<file path="config.mk">
export PLATFORM = sky130hd
export DESIGN_NAME = lsu_ctrl
export DESIGN_NICKNAME = d
export VERILOG_FILES = /design/src/rtl/lsu_ctrl.sv
export SDC_FILE = /design/constraint.sdc
export NUM_CORES = 1
export LEC_CHECK = 0
export ABC_AREA = 0
export BUFFER_PORTS_ARGS = -buffer_cell sky130_fd_sc_hd__buf_2
export CORE_MARGIN = 1.5
export CORE_UTILIZATION = 50
export CTS_BUF_LIST = sky130_fd_sc_hd__clkbuf_4
export DETAILED_ROUTE_END_ITERATION = 10
export GPL_ROUTABILITY_DRIVEN = 0
export GPL_TIMING_DRIVEN = 1
export PLACE_DENSITY = 0.83
export REMOVE_ABC_BUFFERS = 1
export SYNTH_ARGS = -nofsm -noshare
export SYNTH_HDL_FRONTEND = slang
export SYNTH_SLANG_ARGS = --single-unit
</file>
<file path="constraint.sdc">
create_clock -name clk -period 2.9 [get_ports clk]
set_input_delay 0.145 -clock clk [delete_from_list [all_inputs] [get_ports clk]]
set_output_delay 0.145 -clock clk [all_outputs]
set_load 0.02 [all_outputs]
</file>
<file path="src/rtl/lsu_ctrl.sv">
// lsu_ctrl: RV32I load/store unit controller between a requester and a word-addressed data memory
// Ports: req_* accept one access in IDLE; rsp_* return the extended load data or error flag;
//        mem_* drive one load/store strobe per legal access; mem_data_out is the registered read data.
module lsu_ctrl #(
  parameter int ADDR_W = 12
) (
  input  logic              clk,
  input  logic              rst,
  input  logic              req_valid,
  output logic              req_ready,
  input  logic              req_store,
  input  logic [2:0]        req_funct3,
  input  logic [31:0]       req_addr,
  input  logic [31:0]       req_wdata,
  output logic              rsp_valid,
  input  logic              rsp_ready,
  output logic [31:0]       rsp_rdata,
  output logic              rsp_error,
  output logic              mem_ld,
  output logic              mem_str,
  output logic [3:0]        mem_we,
  output logic [ADDR_W-1:0] mem_adr,
  output logic [31:0]       mem_data_in,
  input  logic [31:0]       mem_data_out
);
  localparam logic [1:0] IDLE   = 2'd0;
  localparam logic [1:0] ACCESS = 2'd1;
  localparam logic [1:0] LWAIT  = 2'd2;
  localparam logic [1:0] RESP   = 2'd3;
  logic [1:0]        state_q, state_d;
  logic              store_q, store_d;
  logic [2:0]        funct3_q, funct3_d;
  logic [ADDR_W+1:0] addr_q, addr_d;
  logic [31:0]       wdata_q, wdata_d;
  logic [31:0]       rdata_q, rdata_d;
  logic              error_q, error_d;
  logic              bad;
  logic [31:0]       shifted;
  logic [31:0]       ld_val;
  logic [3:0]        st_we;
  logic [31:0]       st_data;
  logic [1:0]        off;
  logic              in_access;
  logic              unused_addr;
  assign unused_addr = ^req_addr[31:ADDR_W+2];
  // Decoded from the live request so errors skip ACCESS entirely.
  assign bad = (req_funct3 == 3'b011) || (req_funct3[2:1] == 2'b11) || (req_store && req_funct3[2])
            || (req_funct3[1:0] == 2'b01 && req_addr[0])
            || (req_funct3[1:0] == 2'b10 && req_addr[1:0] != 2'b00);
  assign off       = addr_q[1:0];
  assign shifted   = mem_data_out >> {off, 3'b000};
  // funct3[2] marks the unsigned variants, so it suppresses the sign bit.
  assign ld_val    = funct3_q[1] ? mem_data_out
                   : funct3_q[0] ? {{16{~funct3_q[2] & shifted[15]}}, shifted[15:0]}
                   : {{24{~funct3_q[2] & shifted[7]}}, shifted[7:0]};
  assign st_we     = funct3_q[1] ? 4'b1111 : funct3_q[0] ? 4'b0011 << off : 4'b0001 << off;
  assign st_data   = funct3_q[1] ? wdata_q : funct3_q[0] ? {2{wdata_q[15:0]}} : {4{wdata_q[7:0]}};
  // rst gates the strobes combinationally so an aborted store never writes.
  assign in_access   = (state_q == ACCESS) && !rst;
  assign mem_ld      = in_access && !store_q;
  assign mem_str     = in_access && store_q;
  assign mem_we      = mem_str ? st_we : 4'b0000;
  assign mem_data_in = mem_str ? st_data : 32'd0;
  assign mem_adr     = in_access ? addr_q[ADDR_W+1:2] : '0;
  assign req_ready   = (state_q == IDLE) && !rst;
  assign rsp_valid   = (state_q == RESP);
  assign rsp_rdata   = rdata_q;
  assign rsp_error   = error_q;
  always_comb begin
    state_d  = state_q;
    store_d  = store_q;
    funct3_d = funct3_q;
    addr_d   = addr_q;
    wdata_d  = wdata_q;
    rdata_d  = rdata_q;
    error_d  = error_q;
    case (state_q)
      IDLE: if (req_valid) begin
        store_d  = req_store;
        funct3_d = req_funct3;
        addr_d   = req_addr[ADDR_W+1:0];
        wdata_d  = req_wdata;
        rdata_d  = 32'd0;
        error_d  = bad;
        state_d  = bad ? RESP : ACCESS;
      end
      ACCESS: state_d = store_q ? RESP : LWAIT;
      LWAIT: begin
        rdata_d = ld_val;
        state_d = RESP;
      end
      default: state_d = rsp_ready ? IDLE : RESP;
    endcase
  end
  always_ff @(posedge clk or posedge rst) begin
    if (rst) begin
      state_q  <= IDLE;
      store_q  <= 1'b0;
      funct3_q <= 3'd0;
      addr_q   <= '0;
      wdata_q  <= 32'd0;
      rdata_q  <= 32'd0;
      error_q  <= 1'b0;
    end else begin
      state_q  <= state_d;
      store_q  <= store_d;
      funct3_q <= funct3_d;
      addr_q   <= addr_d;
      wdata_q  <= wdata_d;
      rdata_q  <= rdata_d;
      error_q  <= error_d;
    end
  end
endmodule

</file>
== Yosys cells after proc, flatten, opt, wreduce, memory -nomap -nowiden ==
Index checks and enable logic that the tools add are counted.

* Flip-flop bits (word level): 85
* Bits of input ports: 104
* Output and inout bits: 85
* Word-level logic and storage cells: 55

* Equality and inequality tests: 8
* Shift-type cells: 3
* Muxes and demuxes: 16
* Bitwise gates (word level): 3
* Reduce and logical (&&, ||, !) cells: 18

{| class="wikitable"
|+ Operators with widths
! kind !! number
|-
| two-way mux 32 bit || 6
|-
| one-hot mux 32 bit (2 select lines) || 1
|-
| >> shifter 32 x 5 -> 16 bit || 1
|-
| two-way mux 12 bit || 1
|-
| two-way mux 4 bit || 3
|-
| == test 2 bit (second input constant) || 4
|-
| logical AND 1 bit || 7
|-
| two-way mux 2 bit || 3
|-
| one-hot mux 2 bit (3 select lines) || 1
|-
| == test 2 x 1 -> 1 bit (second input constant) || 2
|-
| logical OR 1 bit || 4
|-
| AND reduction 2 bit || 2
|-
| nonzero test 2 bit || 2
|-
| << shifter 1 x 2 -> 4 bit (first input constant) || 1
|-
| << shifter 2 x 2 -> 4 bit (first input constant) || 1
|-
| == test 3 x 2 -> 1 bit (second input constant) || 1
|-
| bitwise AND 1 bit || 2
|-
| logical NOT 1 bit || 2
|-
| logical NOT 2 bit || 1
|-
| inequality test 2 bit (second input constant) || 1
|-
| two-way mux 1 bit || 1
|-
| inverter 1 bit || 1
|}

== Logic depth before layout (Yosys ltp) ==
* Depth in word-level cells: 8
* Gate-level depth with buffers: 8

== Least setup slack after synthesis ==
OpenSTA, ideal clock, no wires.

* Path kind: flip-flop to output port
* Start: reg state_q[1]
* End: out mem_data_in[23]
* Arrival: 1.597 ns
* Data required time: 2.755 ns
* Path slack: 1.158 ns
* Stages on the path, launching flop included: 8
* Path buffers: 2
* Path through: dfrtp_1 inv_1 ha_1 nor2b_1 nand2_1 clkbuf_1 buf_1 nor2_1

* Word-level cells in the longest chain between the ends: 4

{| class="wikitable"
|+ RTL lines
! what !! RTL line !! RTL
|-
| start: declaration || 30 || <nowiki>logic [1:0] state_q, state_d;</nowiki>
|-
| start signal: assignment || 105 || <nowiki>state_q <= state_d;</nowiki>
|-
| == test 2 x 1 -> 1 bit || 59 || <nowiki>assign in_access = (state_q == ACCESS) && !rst;</nowiki>
|-
| logical AND 1 bit || 59 ||
|-
| logical AND 1 bit || 61 || <nowiki>assign mem_str = in_access && store_q;</nowiki>
|-
| two-way mux 32 bit || 63 || <nowiki>assign mem_data_in = mem_str ? st_data : 32'd0;</nowiki>
|-
| end: declaration || 23 || <nowiki>output logic [31:0] mem_data_in,</nowiki>
|}

Every way passes these cells.

== Worst setup path in the final report ==
* Start: reg state_q[1]
* End: out mem_data_in[8]

The elaborated chain is that of the path after synthesis.

==> flow_summary.ini <==
[die]
ios = 189
coreArea_um2 = 8680
fp.dieH_um = 97.3
die_area_um2 = 9480
rows = 34
die_x_um = 97.3
start_util_pct = 51.3

[route]
vias = 4330
drt_iter0_drc = 239
wire_per_inst_um = 17.6
viasPerCell = 5.64
first_pass_iters = 5
drc = 0
routed_wirelength_um = 13500
ant_nets = 0

[clock_network]
cts_setup_buffers = 0
clock_latency_ps = 410
path_clk_slew_ps = 140
clock_path_buffers = 2
root_buffer = clkbuf_4
htree_levels = 3
clock-sinks = 85
cts_tree = done
cts_made_buffers = 9

[global_routing]
gr-total-overflow = 0
antenna_found_initial = 0
grt_max_degree = 58
grt_usage_pct = 28.9
grt_pass1_vias = 4366
grt_pass1_wl_um = 22000

[timing]
skew_ps = 18.7
rsz0062_at_grt = no
finalCriticalPeriod_ps = 2600
fmax_mhz = 384
maxSlewHeadroom_pct = 31.5
tightest_slew_ps = 1030
fin_crit_sh_pct = 89.8
slew_violations = 0
fin_setup_tns_ps = 0
finalSetupViolations = 0
hold_violations = 0

[worst_setup_path]
critPathTopFamily = buffers and inverters
crit_path_top_delay_cell = dfrtp_1
crit_path_end_kind = output port
critPathMaxFanout = 24
arrival_ps = 2460
cpMostUsedCell = buf_4
cp_num_buf_inv = 4
reg2reg_slack_ps = 780
worstPathRequired_ps = 2760
critPathMaxStageDelay_ps = 440
path_cells = inv_1 > ha_1 > nor2b_1 > buf_4 > nand2_1 > buf_4 > a21oi_1 > buf_2
cp-start-kind = flip-flop
setup.worst_path.class = reg -> out

[min_path]
hp-class = in -> reg

[place]
io_buffers = 170
postPlaceCellArea_um2 = 5390
hpwl_um = 8250
dp.cells = 678

[final_layout]
final_util_pct = 72.2
design_area_um2 = 6260
drive_above_1_share_pct = 38.8
multi_input_area_um2 = 2150
syn2layout_area_growth_pct = 40.7
final_cells = 768
layout_common_cells = buf_2 (170), dfrtp_1 (84), dlygate4sd3_1 (74)
register_area_um2 = 2130
final_common_cell = buf_2
fillers = 606
insertedDiodeCount = 0
final_nets = 763

[logic_synthesis]
yosys_warnings = 0
synthFlopType = dfrtp_1
synth_cells = 422
synth_top_area_share_pct = 47.8
ys_seq_area_share_pct = 47.8
async_flop_share_pct = 100
yosysUniqueCellTypes = 38
synth_top_area_cell = dfrtp_1
syn_area_per_cell_um2 = 10.5
synthTopCellsByArea = dfrtp_1 (48%), mux2_2 (13%), mux2i_1 (7.0%)
synth_edf_count = 0
syn_area_um2 = 4450
ys_ff_latch = 85

[power]
p_total_mw = 6.07
vdd_ir_drop_max_mv = 0.470
p_per_area_nw_per_um2 = 970
leakagePower_nw = 3.21

[job]
drv_cap = 0

[status]
status = finished clean
[final timing paths]
check	from	end	depth (start not counted)
min reg2reg	rsp_rdata[8]	rsp_rdata[8]	2
min	mem_data_out[6]	rsp_rdata[6]	3
max in group asynchronous	rst	wdata_q[24]	4
max	state_q[1]	mem_data_in[8]	8
max reg2reg	state_q[0]	rsp_rdata[14]	6
min in group asynchronous	rst	addr_q[12]	3
[kinds of logic after synthesis]
kind of cell	synth area share (%)
AND/OR/NAND/NOR	11.5
AO/OA/AOI/OAI	15.4
flip-flops	47.8
multiplexers	20.1
buffers and inverters	4.08
adder cells (fa/ha/maj)	1.12
[per-stage QoR]
stage | setup WS (ps) | hold slack [ps]
after detailed placement | 834 | 382
final | 297 | 45.1
after global routing | 135 | 4.61
after floorplan | 532 | 284
after global placement | 880 | 376
after CTS | 311 | 0.397
[final cells by class]
cell class,count,share of cell area (%)
Sequential cell,85,34.0
Clock buffer,11,1.32
Clock inverter,5,0.819
Inverter,9,0.559
Tap cell,108,2.16
Multi-Input combinational cell,294,34.3
Timing Repair Buffer,256,26.9
[state kept, by name (all words and copies together) (netlist names)]
register,flops
rsp_error,1
wdata_q,32
state_q,2
store_q,1
rsp_rdata,32
funct3_q,3
addr_q,14
[what timing repair did]
action / 4_1_cts / 5_1_grt
gates resized for setup: 0 / 0
hold buffers: 74 / 0
endpoints found under the hold margin: 128 / 0
[where the power goes]
| group | internal, mW | switching, mW |
|---|---|---|
| sequential | 1.75 | 0.437 |
| combinational | 1.40 | 1.81 |
| clock | 0.278 | 0.399 |
[worst reg2reg max path, cell delays in order (launching register included)]
cell,delay (ps)
dfrtp_1,420
inv_1,90
ha_1,280
nand2b_1,240
and2_1,400
nand3_1,350
o21ai_0,240
[synthesized netlist by cell type (2+ instances only)]
master	number
a21oi_1	27
a221o_1	16
a221oi_1	2
a22oi_1	8
and2_1	13
and3_1	9
buf_1	6
buf_2	4
buf_6	2
clkbuf_1	22
dfrtp_1	85
ha_1	4
inv_1	9
mux2_2	50
mux2i_1	31
nand2_1	34
nand2b_1	7
nor2_1	32
nor2b_1	6
o211a_1	6
o21ai_0	31
o31ai_1	2
[routing by layer]
metal  vias to the layer above  global-route usage [%]  wire [µm]
met5                         -                       0          0
met1                      2059                    35.3       5290
met4                         0                    9.67        334
li1                       1973                       -          -
met3                        39                    6.69       1190
met2                       259                    50.2       6730
No activity file was read; power rests on OpenSTA's default activity.
